==> config.mk <==
export PLATFORM = sky130hd
export DESIGN_NAME = operand_fetch
export DESIGN_NICKNAME = d
export VERILOG_FILES = /design/src/rtl/operand_fetch_pkg.sv /design/src/rtl/operand_fetch_register_file.sv /design/src/rtl/operand_fetch.sv
export SDC_FILE = /design/constraint.sdc
export NUM_CORES = 2
export LEC_CHECK = 0
export CAP_MARGIN = 0
export CORE_MARGIN = 5
export CORE_UTILIZATION = 45
export CTS_CLUSTER_DIAMETER = 40
export DETAILED_ROUTE_END_ITERATION = 8
export DONT_BUFFER_PORTS = 1
export GPL_TIMING_DRIVEN = 1
export HOLD_SLACK_MARGIN = 0.03
export PLACE_DENSITY = 0.61
export SETUP_SLACK_MARGIN = 0.4
export SYNTH_ARGS = -nofsm -noshare
export SYNTH_HDL_FRONTEND = slang
export SYNTH_SLANG_ARGS = --single-unit
==> constraint.sdc <==
create_clock -name clock -period 38.1 [get_ports clock]
set_input_delay 5.715 -clock clock [delete_from_list [all_inputs] [get_ports clock]]
set_output_delay 5.715 -clock clock [all_outputs]
set_load 0.01 [all_outputs]
==> src/rtl/operand_fetch_pkg.sv <==
// ============================================================================
// Module      : operand_fetch_pkg
// Description : Shared core types and opcode constants for decode/ALU stages.
// Revision    : 1.0
// ============================================================================
`default_nettype none

package operand_fetch_pkg;

    typedef logic [2:0] Funct3_t;
    typedef logic [6:0] Funct7_t;
    typedef logic [4:0] RegIndex_t;

    localparam logic [6:0] OPCODE_OP     = 7'b0110011;
    localparam logic [6:0] OPCODE_OP_IMM = 7'b0010011;

endpackage

`default_nettype wire

==> src/rtl/operand_fetch_register_file.sv <==
// ============================================================================
// Module      : register_file
// Description : 31x32 integer register file, two async reads, one sync write.
// Revision    : 1.0
// ============================================================================
`default_nettype none

module register_file
    import operand_fetch_pkg::*;
(
    input  logic        clock,
    input  logic        reset,
    input  logic        wrEnable_i,
    input  RegIndex_t   wrAddr_i,
    input  logic [31:0] wrData_i,
    input  RegIndex_t   rdAddrA_i,
    output logic [31:0] rdDataA_o,
    input  RegIndex_t   rdAddrB_i,
    output logic [31:0] rdDataB_o
);

    // x0 has no storage; it is synthesised as a constant zero on the read side.
    logic [31:0] regs_q [1:31];

    always_ff @(posedge clock or posedge reset) begin
        if (reset) begin
            for (int i = 1; i < 32; i++) begin
                regs_q[i] <= '0;
            end
        end else if (wrEnable_i && (wrAddr_i != '0)) begin
            regs_q[wrAddr_i] <= wrData_i;
        end
    end

    assign rdDataA_o = (rdAddrA_i == '0) ? 32'd0 : regs_q[rdAddrA_i];
    assign rdDataB_o = (rdAddrB_i == '0) ? 32'd0 : regs_q[rdAddrB_i];

endmodule

`default_nettype wire

==> src/rtl/operand_fetch.sv <==
// ============================================================================
// Module      : operand_fetch
// Description : OP/OP-IMM decode and operand read with a single-entry output stage.
// Revision    : 1.0
// ============================================================================
`default_nettype none

module operand_fetch
    import operand_fetch_pkg::*;
#(
    parameter bit BYPASS_EN = 1'b1
)(
    input  logic        clock,
    input  logic        reset,
    input  logic        inValid,
    output logic        inReady,
    input  logic [31:0] instruction,
    output logic        outValid,
    input  logic        outReady,
    output Funct3_t     funct3,
    output Funct7_t     funct7,
    output logic        opImm,
    output logic [31:0] rs1,
    output logic [31:0] rs2,
    output logic [31:0] immediateI,
    output logic [4:0]  rdAddr,
    output logic        illegal,
    input  logic        wbEnable,
    input  logic [4:0]  wbAddr,
    input  logic [31:0] wbData
);

    logic        outValid_q, outValid_d;
    Funct3_t     funct3_q,   funct3_d;
    Funct7_t     funct7_q,   funct7_d;
    logic        opImm_q,    opImm_d;
    logic [31:0] rs1_q,      rs1_d;
    logic [31:0] rs2_q,      rs2_d;
    logic [31:0] imm_q,      imm_d;
    RegIndex_t   rdAddr_q,   rdAddr_d;
    logic        illegal_q,  illegal_d;
    RegIndex_t   rs1Idx_q,   rs1Idx_d;
    RegIndex_t   rs2Idx_q,   rs2Idx_d;

    logic        accept;
    logic        wbLive;
    RegIndex_t   decRs1Idx;
    RegIndex_t   decRs2Idx;
    logic [6:0]  decOpcode;
    logic [31:0] arrRs1;
    logic [31:0] arrRs2;
    logic [31:0] fetchRs1;
    logic [31:0] fetchRs2;

    assign decRs1Idx = instruction[19:15];
    assign decRs2Idx = instruction[24:20];
    assign decOpcode = instruction[6:0];

    register_file u_register_file (
        .clock      (clock),
        .reset      (reset),
        .wrEnable_i (wbEnable),
        .wrAddr_i   (wbAddr),
        .wrData_i   (wbData),
        .rdAddrA_i  (decRs1Idx),
        .rdDataA_o  (arrRs1),
        .rdAddrB_i  (decRs2Idx),
        .rdDataB_o  (arrRs2)
    );

    assign inReady = !outValid_q || outReady;
    assign accept  = inValid && inReady;
    // A writeback to x0 never forwards, so the zero register stays zero everywhere.
    assign wbLive  = BYPASS_EN && wbEnable && (wbAddr != '0);

    assign fetchRs1 = (wbLive && (wbAddr == decRs1Idx)) ? wbData : arrRs1;
    assign fetchRs2 = (wbLive && (wbAddr == decRs2Idx)) ? wbData : arrRs2;

    always_comb begin
        outValid_d = outValid_q;
        funct3_d   = funct3_q;
        funct7_d   = funct7_q;
        opImm_d    = opImm_q;
        rs1_d      = rs1_q;
        rs2_d      = rs2_q;
        imm_d      = imm_q;
        rdAddr_d   = rdAddr_q;
        illegal_d  = illegal_q;
        rs1Idx_d   = rs1Idx_q;
        rs2Idx_d   = rs2Idx_q;

        if (accept) begin
            outValid_d = 1'b1;
            funct3_d   = instruction[14:12];
            funct7_d   = instruction[31:25];
            opImm_d    = (decOpcode == OPCODE_OP_IMM);
            rs1_d      = fetchRs1;
            rs2_d      = fetchRs2;
            imm_d      = {{20{instruction[31]}}, instruction[31:20]};
            rdAddr_d   = instruction[11:7];
            illegal_d  = (decOpcode != OPCODE_OP) && (decOpcode != OPCODE_OP_IMM);
            rs1Idx_d   = decRs1Idx;
            rs2Idx_d   = decRs2Idx;
        end else if (outReady) begin
            outValid_d = 1'b0;
        end else if (outValid_q) begin
            // Stalled instruction picks up results that retire while it waits.
            if (wbLive && (wbAddr == rs1Idx_q)) begin
                rs1_d = wbData;
            end
            if (wbLive && (wbAddr == rs2Idx_q)) begin
                rs2_d = wbData;
            end
        end
    end

    always_ff @(posedge clock or posedge reset) begin
        if (reset) begin
            outValid_q <= 1'b0;
            funct3_q   <= '0;
            funct7_q   <= '0;
            opImm_q    <= 1'b0;
            rs1_q      <= '0;
            rs2_q      <= '0;
            imm_q      <= '0;
            rdAddr_q   <= '0;
            illegal_q  <= 1'b0;
            rs1Idx_q   <= '0;
            rs2Idx_q   <= '0;
        end else begin
            outValid_q <= outValid_d;
            funct3_q   <= funct3_d;
            funct7_q   <= funct7_d;
            opImm_q    <= opImm_d;
            rs1_q      <= rs1_d;
            rs2_q      <= rs2_d;
            imm_q      <= imm_d;
            rdAddr_q   <= rdAddr_d;
            illegal_q  <= illegal_d;
            rs1Idx_q   <= rs1Idx_d;
            rs2Idx_q   <= rs2Idx_d;
        end
    end

    assign outValid   = outValid_q;
    assign funct3     = funct3_q;
    assign funct7     = funct7_q;
    assign opImm      = opImm_q;
    assign rs1        = rs1_q;
    assign rs2        = rs2_q;
    assign immediateI = imm_q;
    assign rdAddr     = rdAddr_q;
    assign illegal    = illegal_q;

endmodule

`default_nettype wire

Word level (Yosys, flattened, before mapping). Cells that the tools add are included.

Bits in registers: 1096. Bits of input ports: 74. Output and inout bits: 115. Logic and storage cells: 99.

$lt $le $gt $ge: 4. Eq/ne operators: 8. Mux-type cells: 23. Bitwise operators: 3. Reductions and logical operators: 19.

Operator list (number): $bwmux 992 (1); $mux 32 (17); $bmux 32 s5 (2); $demux 32 s5 (1); $eq 5x5->1 (4); $ge 6x6->1 const B (3); $not 5->6 (3); $logic_not 5->1 (2); $logic_and 1x1->1 (8); $reduce_bool 2->1 (4); $eq 7x5->1 const B (1); $ne 7x5->1 const B (1); $ne 7x6->1 const B (1); $lt 6x1->1 const B (1); $reduce_and 3->1 (2); $reduce_bool 5->1 (1); $mux 1 (2); $ne 2x1->1 const B (1); $logic_not 1->1 (1); $logic_or 1x1->1 (1).

Logic depth before layout (Yosys ltp).
Word-level depth: 7. Gate-level depth with buffers: 10. Gate-level depth less buffers: 6.

By module. A second synthesis with hierarchy kept.

Cell total of the unflattened synthesis: 4169. Area total of the unflattened synthesis: 57833.0 um^2.

By module, submodules not included: register_file (times used 1, cells an instance 3767, area each 53334.9 um^2, seq. area each 24823.8 um^2); operand_fetch (times used 1, cells an instance 402, area each 4498.1 um^2, seq. area each 2302.2 um^2).

Worst setup path before layout. Ideal clock, no wire load.

Path kind: input -> output. From: input port outReady. To: output port inReady. Arrival time: 6077 ps. Required time: 32385 ps. Setup slack: 26308 ps. Stages: 2. Buffers on the path: 0. Path through: nor2b_1 inv_1.

Cells in the longest elaborated chain, start to end: 1.

Ends and longest elaborated chain: start: declaration (RTL line operand_fetch.sv:19) `input logic outReady,`; $logic_or 1x1->1 (RTL line operand_fetch.sv:71) `assign inReady = !outValid_q || outReady;`; end: declaration (RTL line operand_fetch.sv:16) `output logic inReady,`.

Every way passes these cells.

Worst setup path in the final report. Same ends and word-level chain as after synthesis.

==> impl_metrics.ini <==
[floorplanning]
die_height_um = 367
coreArea_sq_um = 127000
dieArea_sq_um = 135000
initial_utilization_pct = 45.1
die_w_um = 367
pin_count = 189
num_rows = 131

[cts]
ctsHoldBuffers = 0
clock_sinks = 1084
cts-root-buf = clkbuf_16
cts_buffers = 162
clk_pin_slew_ns = 0.05
clkLatencyLatePin_ns = 0.79
cts_tree = done
post_cts_buffers = 0
cts_max_level = 4
cts_buffer_depth = 3
cts_resized = 0

[critical_path]
start_kind = input pin
cp.depth = 2
critPathTopFamily = simple AND/OR/NAND/NOR gates
path_max_fanout = 5
crit_chain = nor2b_1, inv_1
cp_slowest_stage_delay_ns = 0.32
worstSetupPathType = in -> out
timing.rr.start = outValid
path_buf_inv = 1
required_ns = 32.38
reg2reg_to = rs2[18]
rrSetupSlack_ns = 34.46
startpoint = outReady
cp_slowest_cell = nor2b_1
r2r_cells = 6
worstSetupEndpointType = output port
critPathArrivalTime_ns = 6.27

[logic_synthesis]
synth_ff_type = dfrtp_1
syn_inst = 4061
yosysSeqAreaShare_pct = 47.4
async_flop_share_pct = 100
avgSynthCellArea_sq_um = 14.1
synth_warnings = 0
synth_top_area_cell = dfrtp_1
synth_top_area_share_pct = 47.4
synth_edf_count = 0
synth_area_sq_um = 57300
syn_nets = 4135
synth-seq-cells = 1084
synth_area_leaders = dfrtp_1, mux2_2, mux4_2
yosysUniqueCellTypes = 66

[finish]
area_growth_pct = 11.6
final_util_pct = 50.3
layout-drive-gt1-share_pct = 46.0
final_nets = 3934
nFillCells = 10800
final_cell_mix = dfrtp_1, mux2_2, mux4_2
layout_commonest_cell = dfrtp_1

[timing]
slew_headroom_pct = 18.2
tns_ns = 0
setup_viol = 0
clock-skew-final_ns = 0.0265
fmax_mhz = 83.4
fin_crit_sh_pct = 31.5
hold_viol_final = 0
tightest_slew_ns = 1.23
maxSlewViolCount = 0
rsz0062_at_grt = no
min_period_ns = 11.99

[global_route]
gr-total-overflow = 0
grt_max_degree = 267
grt_pass1_wl_um = 284000
grt_usage_pct = 28.8
grt_pass1_vias = 39200
antenna_found_initial = 5

[status]
run_status = finished clean

[route]
route.detailed.drc = 0
wl_per_cell_um = 34.4
drtAntennaViolNets = 0
via_per_inst = 6.73
drtPass1Iterations = 8
first_iter_violations = 3983
finalWirelength_um = 195000
num_vias = 38100

[min_path]
hold_depth = 2
min_path_type = reg -> reg
holdPathEnd = u_register_file.regs_q[711]
worstHoldStart = u_register_file.regs_q[711]

[run]
max_cap_viol_count = 0

[placement]
place.gp.congestion = 0.797
dpl.hpwl_um = 102000
port_buffers = 0

[pwr]
powerDensity_nw_per_um2 = 58.6
vdd_drop_max_v = 0.0000364
p_leak_nw = 27.4
==> worst max-delay path by stage <==
stage / slack (ns) / end
final: 26.11 / inReady
after global routing: 26.06 / inReady
after CTS: 26.12 / inReady
after detailed placement: 26.13 / inReady
after global placement: 26.12 / inReady
after floorplan: 1.87 / funct3[0]
==> registers in the layout, indices dropped and copies added, names as in the netlist <==
name	count
opImm	1
u_register_file.regs_q	992
rdAddr	5
funct7	7
illegal	1
funct3	3
rs1Idx_q	5
rs1	32
immediateI	5
outValid	1
rs2	32
==> synthesized netlist by cell type (3+ instances only) <==
| master | instances |
|---|---|
| dfrtp_1 | 1084 |
| mux2_2 | 1024 |
| mux4_2 | 396 |
| clkbuf_1 | 217 |
| nand2_1 | 164 |
| mux2i_1 | 144 |
| buf_2 | 123 |
| o21ai_0 | 98 |
| nor2_1 | 87 |
| buf_4 | 75 |
| a221o_1 | 70 |
| a21oi_1 | 57 |
| nor2b_1 | 50 |
| a221oi_1 | 36 |
| o221ai_1 | 36 |
| nand3_1 | 32 |
| a211oi_1 | 30 |
| nand2b_1 | 30 |
| nor3_1 | 27 |
| nor4_1 | 26 |
| o22a_1 | 26 |
| a22oi_1 | 25 |
| buf_6 | 15 |
| and2_1 | 14 |
| o211ai_1 | 13 |
| o22ai_1 | 12 |
| a2111oi_0 | 11 |
| inv_1 | 11 |
| xnor2_1 | 11 |
| nand4_1 | 10 |
| xor2_1 | 9 |
| a22o_1 | 8 |
| a311oi_1 | 7 |
| buf_1 | 7 |
| o211a_1 | 7 |
| a311o_1 | 6 |
| or2_2 | 6 |
| a31oi_1 | 5 |
| a41oi_1 | 5 |
| nand3b_1 | 5 |
| o2111a_1 | 5 |
| o32ai_1 | 4 |
| and3_1 | 3 |
==> per-stage QoR <==
stage	total power, mW	hold WS (ns)	std cells	instance area (sq um)	setup WS [ns]
floorplan	2.03	0.460	4061	57300	1.87
global placement	2.12	0.476	5358	58000	26.12
detailed placement	2.14	0.492	5358	58000	26.13
CTS	3.76	0.502	5659	63900	26.12
global route	3.89	0.526	5659	63900	26.06
finish	3.75	0.502	5662	63900	26.11
==> metal layers <==
layer  wire length, um  vias to the layer above  GRT usage (%)
li1                  -                    15200              -
met1             82100                    20700           40.0
met2             87200                     1725           43.5
met3             17600                      448           7.63
met4              8080                        4           11.2
met5                21                        -              0
==> cell type report <==
| cell class | instances | area (sq um) | area share (%) |
|---|---|---|---|
| multi-input cells | 2528 | 28200 | 44.1 |
| flip-flops and latches | 1084 | 27100 | 42.4 |
| clock buffers | 194 | 4390 | 6.86 |
| well taps | 1662 | 2080 | 3.25 |
| clock inverters | 107 | 1540 | 2.40 |
| repair buffers | 72 | 566 | 0.884 |
| inverters | 12 | 52.6 | 0.0822 |
| diodes | 3 | 7.51 | 0.0117 |
==> power breakdown <==
group / internal [mW] / leakage, nW / switching (mW)
combinational: 0.368 / 10.7 / 0.201
clock: 1.02 / 2.86 / 0.601
sequential: 1.38 / 13.8 / 0.184
total: 2.76 / 27.4 / 0.986
==> cell families after synthesis <==
logic type	Yosys count	synth area share (%)
mux	1566	38.3
simple gates	468	3.95
compound gates	474	6.24
flops	1084	47.4
buf+inv	449	3.90
xor+xnor	20	0.306
No activity file was read; power rests on OpenSTA's default activity.
